==> src/rtl/pipe_stage_reg.sv <==
// Generic pipeline stage register with valid/ready handshake, optional 2-entry skid
// buffer and a flush that replaces all held entries with the configured bubble.
module pipe_stage_reg #(
    parameter int unsigned      WIDTH  = 32,
    parameter logic [WIDTH-1:0] BUBBLE = '0,
    parameter bit               SKID   = 1'b1
) (
    input  logic             clk,
    input  logic             rst,
    input  logic             flush,
    input  logic             in_valid,
    output logic             in_ready,
    input  logic [WIDTH-1:0] in_data,
    output logic             out_valid,
    input  logic             out_ready,
    output logic [WIDTH-1:0] out_data,
    output logic [1:0]       occupancy
);

    // Handshake: a beat transfers on a rising edge where valid and ready are both
    // high; valid never waits on ready, and data is only meaningful while valid.
    // The state encoding equals the number of held entries, so occupancy doubles
    // as the observable FSM state.
    typedef enum logic [1:0] {
        ST_EMPTY = 2'd0,
        ST_ONE   = 2'd1,
        ST_FULL  = 2'd2
    } state_t;

    state_t           state;
    state_t           state_nx;
    logic [WIDTH-1:0] main_q;
    logic [WIDTH-1:0] main_nx;
    logic [WIDTH-1:0] skid_q;
    logic [WIDTH-1:0] skid_nx;
    logic             accept;
    logic             emit;

    assign out_valid = (state != ST_EMPTY);
    assign out_data  = out_valid ? main_q : BUBBLE;
    assign occupancy = state;
    assign accept    = in_valid && in_ready;
    assign emit      = out_valid && out_ready;

    if (SKID) begin : g_skid
        // Registered ready: depends only on state, never on out_ready.
        assign in_ready = (state != ST_FULL) && !rst;
    end else begin : g_noskid
        assign in_ready = (out_ready || !out_valid) && !rst;
    end

    always_comb begin
        state_nx = state;
        main_nx  = main_q;
        skid_nx  = skid_q;
        case (state)
            ST_EMPTY: begin
                if (accept) begin
                    state_nx = ST_ONE;
                    main_nx  = in_data;
                end
            end
            ST_ONE: begin
                if (accept && emit) begin
                    main_nx = in_data;
                end else if (emit) begin
                    state_nx = ST_EMPTY;
                end else if (accept) begin
                    // Only reachable with SKID=1: without skid, accept in ONE implies emit.
                    state_nx = ST_FULL;
                    skid_nx  = in_data;
                end
            end
            ST_FULL: begin
                if (emit) begin
                    state_nx = ST_ONE;
                    main_nx  = skid_q;
                end
            end
            default: state_nx = ST_EMPTY;
        endcase
        if (flush) begin
            state_nx = ST_EMPTY;
        end
    end

    always_ff @(posedge clk) begin
        if (rst) begin
            state  <= ST_EMPTY;
            main_q <= BUBBLE;
            skid_q <= BUBBLE;
        end else begin
            state  <= state_nx;
            main_q <= main_nx;
            skid_q <= skid_nx;
        end
    end

endmodule

==> config.mk <==
export PLATFORM = sky130hd
export DESIGN_NAME = pipe_stage_reg
export DESIGN_NICKNAME = d
export VERILOG_FILES = /design/src/rtl/pipe_stage_reg.sv
export SDC_FILE = /design/constraint.sdc
export NUM_CORES = 1
export LEC_CHECK = 0
export ABC_AREA = 1
export BUFFER_PORTS_ARGS = -buffer_cell sky130_fd_sc_hd__clkbuf_2
export CORE_AREA = 5 5 84 102
export DETAILED_ROUTE_END_ITERATION = 8
export DIE_AREA = 0 0 89 107
export PLACE_DENSITY = 0.71
export SLEW_MARGIN = 40
export SYNTH_ARGS = -nofsm -noshare
export SYNTH_HDL_FRONTEND = slang
export SYNTH_SLANG_ARGS = --single-unit
==> constraint.sdc <==
create_clock -name clk -period 1.81 [get_ports clk]
set_input_delay 0.0905 -clock clk [delete_from_list [all_inputs] [get_ports clk]]
set_output_delay 0.0905 -clock clk [all_outputs]
set_load 0.05 [all_outputs]
==> results.cfg, run 1 <==
[place]
place_congestion = 0.8045
dp_hpwl_mm = 5.232
place_ws_ns = 0.2638
place_area_um2 = 3745
port_buffers = 72

[cells_and_area]
finalInstanceArea_um2 = 3956
drive_gt1_frac = 0.1872
nets = 610
nFillCells = 773
syn_to_final_growth_pct = 20.50
seqCellArea_um2 = 1323
multi_input_area_um2 = 1428
diodes = 0

[setup_path]
endpoint_kind = output port
cp_data_arrival_time_ns = 1.61
rr_endpoint = skid_q[17]
cp_cell_sequence = nor2_4, buf_4, nor2_1, clkbuf_2
critPathLaunch = occupancy[1]
required_ns = 1.72
r2r_slack_ns = 0.23
path_delay_family = buffers and inverters
r2r_start = occupancy[0]
path_class = reg2out
slowest_delay_ns = 0.46
crit_fanout = 19
r2r_cells = 6
cp_num_cells = 4
cp_slowest_cell = dfxtp_1
critPathBufInv = 2
crit_end = out_data[1]
startpoint_type = flop

[sta]
fin_crit_ns = 1.696
finalCritPeriodShare = 0.9371
finalHoldViolCount = 0
skew_ns = 0.007409
setup_tns_ns = 0
setup_viol = 0
fmax_mhz = 589.6
rsz0062_at_grt = no
maxSlewViolCount = 0
setup_ws_ns = 0.1138
hold_ws_ns = 0.02024
max_slew_margin = 0.6966
worst_slew_pin_slew_ns = 0.4551

[routing]
routedWlPerCell_um = 11.10
num_vias = 3146
via_per_inst = 4.703
dr.first_iter.drc_count = 147
totalWireLength_mm = 7.427
ant_nets = 0
drc = 0
dr.pass1.iters = 5

[synthesis]
synth_area_leader_cell = dfxtp_1
synthDistinctLibCells = 20
syn_area_per_cell_um2 = 6.400
yosys_warnings = 0
yosys.area.top_type_share = 0.4024
ys_seq_area_frac = 0.4024
syn-num-nets = 550
synth_area_leaders = dfxtp_1, inv_1, a21oi_1, o21ai_0, nor2_1
synth_cells = 513
ys_ff_latch = 66
netlist_area_um2 = 3283

[grt]
grt_max_degree = 50
grt_overflow_total = 0
grt_pass1_wl_mm = 12.70
grt.total_usage = 0.1668
antenna_found_initial = 0
grt_pass1_vias = 2997

[clock_network]
cts_buffers = 9
clock_latency_ns = 0.33
tritoncts = done
clk_pin_slew_ns = 0.06
cts_root_buf = clkbuf_8
cts.sinks = 66
ctsLongestPathBuffers = 2
hold_buffers = 0
cts_max_level = 3

[power_and_ir_drop]
power_mw = 3.252
clkPwrFrac = 0.385
powerDensity_nw_per_um2 = 822.0
switching_share = 0.2519
power.internal_mw = 2.433
p_leak_nw = 1.937
power.switching_mw = 0.8192
ir_worst_vdd_uv = 503.1
pwr-share-seq = 0.479
pwr-share-comb = 0.136

[die]
die_h_um = 107
die_area_um2 = 9523
num_rows = 35
start_util = 0.4384
io_pins = 73
core-area_um2 = 7488
chipWidth_um = 89

[run]
cap_violations = 0

[worst_hold_path]
worstHoldPathType = in2reg

[status]
status = complete, no violations
-- cells by family (layout without fill, tap and decap cells) --
group,count (synthesis),after routing,synth area share
AOI/OAI and AO/OA,122,122,0.1886
DFF,66,66,0.4024
buffers and inverters,134,198,0.1715
and+or+nand+nor,191,191,0.2374
-- flip-flops by register name, summed over array words and instances (netlist names) --
signal     flops
main_q        32
occupancy      2
skid_q        32
-- tightest hold or removal path: stages --
cell      delay [ns]
clkbuf_2        0.09
nor2_1          0.04
nor2_1          0.08
-- how the worst min path moves through the flow --
| stage | depth (start not counted) | startpoint | end | slack [ns] |
|---|---|---|---|---|
| global placement | 3 | in_data[28] | skid_q[28] | 0.35 |
| floorplan | 2 | in_data[27] | skid_q[27] | 0.23 |
| global route | 3 | flush | occupancy[1] | 0.03 |
| finish | 3 | in_data[28] | skid_q[28] | 0.02 |
| detailed placement | 3 | in_data[28] | skid_q[28] | 0.36 |
| CTS | 3 | in_data[28] | skid_q[28] | 0.006 |
-- per-layer routing --
| layer | vias to the layer above | track usage | share of wire |
|---|---|---|---|
| met5 | - | 0 | 0 |
| li1 | 1698 | - | - |
| met1 | 1367 | 0.1903 | 0.43 |
| met3 | 20 | 0.02844 | 0.044 |
| met4 | 0 | 0.09149 | 0.037 |
| met2 | 61 | 0.2882 | 0.49 |
-- cell type report --
type | count | share of cell area
timing repair buffer | 84 | 0.1303
clock inverter | 2 | 0.008855
inverter | 99 | 0.09393
sequential | 66 | 0.3343
clock buffer | 13 | 0.04269
tap | 92 | 0.02910
multi-input combinational | 313 | 0.3608
-- cell usage in the layout (no fill, tap or decap), drive strengths merged --
| cell type | count |
|---|---|
| a21oi | 60 |
| buf | 12 |
| bufinv | 1 |
| clkbuf | 85 |
| clkinv | 1 |
| dfxtp | 66 |
| inv | 99 |
| nand2 | 76 |
| nand3 | 34 |
| nand4 | 1 |
| nor2 | 79 |
| nor3 | 1 |
| o211ai | 1 |
| o21a | 1 |
| o21ai | 60 |
-- power groups by stage --
stage | registers [mW] | logic, mW | clock network, mW
finish | 1.56 | 0.441 | 1.25
global route | 1.57 | 0.509 | 1.35
CTS | 1.56 | 0.445 | 1.29
detailed placement | 1.59 | 0.443 | 0
global placement | 1.59 | 0.438 | 0
floorplan | 1.59 | 0.320 | 0
-- stage by stage --
stage | util | std cells
final | 0.5283 | 669
after floorplan | - | 513
after detailed placement | 0.5001 | 654
after global placement | 0.5001 | 654
after global routing | 0.5283 | 669
after CTS | 0.5280 | 669
-- synth_stat cells --
master,instances
a21oi_1,60
buf_1,3
buf_2,9
buf_4,1
buf_6,6
clkbuf_1,16
dfxtp_1,66
inv_1,98
inv_2,1
nand2_1,75
nand2_2,1
nand3_1,34
nand4_2,1
nor2_1,78
nor2_4,1
nor3_1,1
o211ai_1,1
o21a_1,1
o21ai_0,59
o21ai_2,1
-- timing repair --
action | CTS | global route
pin swaps | 0 | 0
setup endpoints to repair | 5 | 1
buffers inserted | 0 | 0
resized for setup | 1 | 2
No activity file was read; power rests on OpenSTA's default activity.
==> run 2, diff against run 1 <==
--- a/config.mk
+++ b/config.mk
@@ -10,6 +10,7 @@
 export CORE_AREA = 5 5 84 102
 export DETAILED_ROUTE_END_ITERATION = 8
 export DIE_AREA = 0 0 89 107
+export GPL_TIMING_DRIVEN = 0
 export PLACE_DENSITY = 0.71
 export SLEW_MARGIN = 40
 export SYNTH_ARGS = -nofsm -noshare
==> results.cfg, run 2 (synthesis gave the netlist of run 1 again) <==
[cells_and_area]
diodes = 0
layout.cells.non_filler = 692
mostFrequentLayoutCells = inv_1, nor2_1, nand2_1
drive_gt1_frac = 0.1933
syn_to_final_growth_pct = 20.66
finalInstanceArea_um2 = 3961
post-route-util = 0.5290
nets = 633
final_common_cell = inv_1

[sta]
setup_tns_ns = 0
skew_ns = 0.01013
hold_ws_ns = 0.007458
fin_crit_ns = 1.704
max_slew_margin = 0.6792
fmax_mhz = 586.8
finalCritPeriodShare = 0.9415
setup_viol = 0
setup_ws_ns = 0.1058
maxSlewViolCount = 0
finalHoldViolCount = 0
worst_slew_pin_slew_ns = 0.4811

[power_and_ir_drop]
powerDensity_nw_per_um2 = 763.0
power.switching_mw = 0.8459
pwr-share-seq = 0.516
pwr-share-comb = 0.151
switching_share = 0.2798
clkPwrFrac = 0.334
power.internal_mw = 2.177
ir_worst_vdd_uv = 502.3
power_mw = 3.023
p_leak_nw = 1.946

[clock_network]
tritoncts = done
clock_latency_ns = 0.34
cts_root_buf = clkbuf_8
clk_pin_slew_ns = 0.07
ctsLongestPathBuffers = 2
cts_setup_buffers = 0
cts_buffers = 9
cts_max_level = 3
cts.sinks = 66

[place]
place_ws_ns = 0.05281
place_congestion = 0.8243
place_area_um2 = 3762
port_buffers = 72
dp.cells = 677
dp_hpwl_mm = 6.173

[routing]
ant_nets = 0
drc = 0
dr.first_iter.drc_count = 144
totalWireLength_mm = 8.130
routedWlPerCell_um = 11.75
via_per_inst = 4.786
num_vias = 3312
dr.pass1.iters = 4

[worst_hold_path]
worstHoldPathType = in2reg

[setup_path]
cp_cell_sequence = inv_2, nand2_2, buf_4, inv_1, nor2_2, clkbuf_4
path_class = reg2out
critPathBufInv = 4
cp_data_arrival_time_ns = 1.61
cp_slowest_cell = dfxtp_4
crit_fanout = 10
path_delay_family = buffers and inverters
slowest_delay_ns = 0.41
required_ns = 1.72
startpoint_type = flop
endpoint_kind = output port

[grt]
grt_pass1_wl_mm = 14.08
antenna_found_initial = 0
grt_pass1_vias = 3152
grt.total_usage = 0.1877
grt_max_degree = 11
grt_overflow_total = 0

[die]
num_rows = 35
core-area_um2 = 7488
die_area_um2 = 9523
die_h_um = 107
io_pins = 73
chipWidth_um = 89
start_util = 0.4384

[run]
cap_violations = 0

[status]
status = complete, no violations
==> run 2: area by class of cell <==
class / count / area [µm²]
buffer: 35 / 211.5
clock buffer: 11 / 131.4
clock inverter: 4 / 20.02
fill: 792 / 3527
inverter: 99 / 371.6
multi-input combinational: 313 / 1420
sequential: 66 / 1326
tap: 92 / 115.1
timing repair buffer: 72 / 365.4
==> run 2: worst paths after layout <==
kind | startpoint | to | slack, ns | cells past startpoint
setup / recovery | occupancy[0] | in_ready | 0.11 | 6
hold / removal | flush | occupancy[0] | 0.007 | 4
setup reg to reg | occupancy[0] | main_q[27] | 0.18 | 9
hold reg to reg | skid_q[7] | skid_q[7] | 0.45 | 2
==> run 2: power by group through the flow <==
stage	registers, mW	logic (mW)	clock network, mW
final	1.56	0.455	1.01
after global routing	1.57	0.524	1.12
after CTS	1.56	0.452	1.03
after detailed placement	1.59	0.449	0
after global placement	1.59	0.441	0
after floorplan	1.59	0.320	0
==> run 2: worst min-delay path: cells and delay by family <==
family / cells / cell delay (ns)
buffers and inverters: 2 / 0.11
and+or+nand+nor: 2 / 0.11
==> run 2: what timing repair did <==
action | in CTS | in global routing
hold buffers | 0 | 0
resized for setup | 6 | 17
endpoints found under the setup margin | 31 | 69
==> run 2: metal layers <==
layer  track usage  part of all wire  up-vias
met5             0                 0        -
li1              -                 -     1746
met4       0.08511             0.029        0
met2        0.3105              0.49       76
met1        0.2224              0.43     1470
met3       0.05150             0.052       20
==> run 3, diff against run 2 <==
--- a/config.mk
+++ b/config.mk
@@ -7,9 +7,11 @@
 export LEC_CHECK = 0
 export ABC_AREA = 1
 export BUFFER_PORTS_ARGS = -buffer_cell sky130_fd_sc_hd__clkbuf_2
-export CORE_AREA = 5 5 84 102
+export CORE_AREA = 5 5 71 121
+export CTS_BUF_LIST = sky130_fd_sc_hd__clkbuf_8 sky130_fd_sc_hd__clkbuf_16
+export CTS_CLUSTER_SIZE = 40
 export DETAILED_ROUTE_END_ITERATION = 8
-export DIE_AREA = 0 0 89 107
+export DIE_AREA = 0 0 76 126
 export GPL_TIMING_DRIVEN = 0
 export PLACE_DENSITY = 0.71
 export SLEW_MARGIN = 40
==> results.cfg, run 3 (synthesis gave the netlist of run 1 again) <==
[clock_network]
cts_root_buf = clkbuf_16
tritoncts = done
clock_latency_ns = 0.33
cts.sinks = 66
cts_max_level = 3
cts_setup_buffers = 0
ctsLongestPathBuffers = 2
clk_pin_slew_ns = 0.05
cts_buffers = 9

[power_and_ir_drop]
p_leak_nw = 1.992
ir_worst_vdd_uv = 473.5
powerDensity_nw_per_um2 = 864.6
power_mw = 3.493

[cells_and_area]
mostFrequentLayoutCells = inv_1, clkbuf_2, nor2_1
seqCellArea_um2 = 1325
nFillCells = 764
final_common_cell = inv_1
diodes = 0
post-route-util = 0.5376
multi_input_area_um2 = 1408
drive_gt1_frac = 0.1900
nets = 633
syn_to_final_growth_pct = 23.06

[sta]
max_slew_margin = 0.5575
rsz0062_at_grt = yes
fin_crit_ns = 1.759
setup_viol = 0
finalCritPeriodShare = 0.9717
finalHoldViolCount = 0
fmax_mhz = 568.6
maxSlewViolCount = 0
skew_ns = 0.003249
worst_slew_pin_slew_ns = 0.6637

[run]
cap_violations = 0

[routing]
drc = 0
dr.pass1.iters = 4
ant_nets = 0
num_vias = 3256
dr.first_iter.drc_count = 156
routedWlPerCell_um = 12.13
totalWireLength_mm = 8.346
via_per_inst = 4.733

[die]
die_h_um = 126
core-area_um2 = 7515
num_rows = 42
io_pins = 73
die_area_um2 = 9576
start_util = 0.4369
chipWidth_um = 76

[setup_path]
startpoint_type = flop
cp_data_arrival_time_ns = 1.67
endpoint_kind = output port
crit_fanout = 10
path_class = reg2out
required_ns = 1.72

[grt]
grt_max_degree = 11
grtUsageMet3 = 0.04429
grt.total_usage = 0.1805
grt_overflow_total = 0
use_met1 = 0.1898
antenna_found_initial = 0
grt_use_met2 = 0.3227
gr-max-usage-layer = met2
grt_pass1_vias = 3267
grt_pass1_wl_mm = 14.23

[worst_hold_path]
worstHoldPathType = in2reg

[place]
port_buffers = 72
dp_hpwl_mm = 6.467
place_congestion = 0.8578

[status]
status = complete, no violations
run 3: cell types whose count changed in the layout (fill, tap and decap cells not counted), sizes merged:
cell,before,now
inv,99,102
buf,18,16
clkinv,4,2
clkinvlp,0,1
run 3: timing repair:
| item | 4_1_cts | 5_1_grt |
|---|---|---|
| hold endpoints to repair | 0 | 0 |
| pin swaps | 0 | 1 |
| hold buffers | 0 | 0 |
| setup endpoints to repair | 63 | 51 |
| resized for setup | 5 | 10 |
run 3: final cells by class:
type,instances,share of cell area
Inverter,99,0.09198
Clock inverter,6,0.007123
Tap cell,88,0.02725
Multi-Input combinational cell,313,0.3484
Sequential cell,66,0.3280
Clock buffer,9,0.05574
Buffer,35,0.05172
Timing Repair Buffer,72,0.08981
run 3: critical path: stages (launching register included):
cell and delay [ns]:
dfxtp_4 0.36, nor2_2 0.34, clkbuf_2 0.30, nor2_1 0.09
clkbuf_2 0.24
run 3: per-layer routing:
| layer | share of wire | vias up | wire (µm) |
|---|---|---|---|
| li1 | - | 1739 | - |
| met1 | 0.40 | 1417 | 3313 |
| met2 | 0.53 | 81 | 4398 |
| met3 | 0.048 | 19 | 401 |
| met4 | 0.028 | 0 | 233 |
| met5 | 0 | - | 0 |
run 3: final timing paths:
kind	startpoint	to	slack [ns]	depth (start not counted)
worst min-delay path	in_data[28]	skid_q[28]	0.008	3
worst max register to register	occupancy[1]	main_q[13]	0.12	7
worst max-delay path	occupancy[0]	out_data[7]	0.05	4
worst min register to register	skid_q[19]	skid_q[19]	0.45	2
run 3: report_power, final:
| group | switching, mW | internal (mW) | total [mW] |
|---|---|---|---|
| combinational | 0.285 | 0.171 | 0.456 |
| sequential | 0.0360 | 1.53 | 1.56 |
| clock | 0.579 | 0.895 | 1.47 |
run 3: stage by stage:
step           instance area (µm²)  hold slack, ns  std cells  worst slack (ns)  TNS, ns
2_1_floorplan                 3287          0.2254        513          -0.05574   -1.615
3_3_place_gp                  3757          0.3342        673          -0.04002  -0.8344
3_5_place_dp                  3757          0.3495        673          -0.07398   -1.231
4_1_cts                       4020        0.002598        688           0.01447        0
5_1_grt                       4040         0.03451        688          -0.06390  -0.9815
6_report                      4040        0.008220        688           0.05127        0
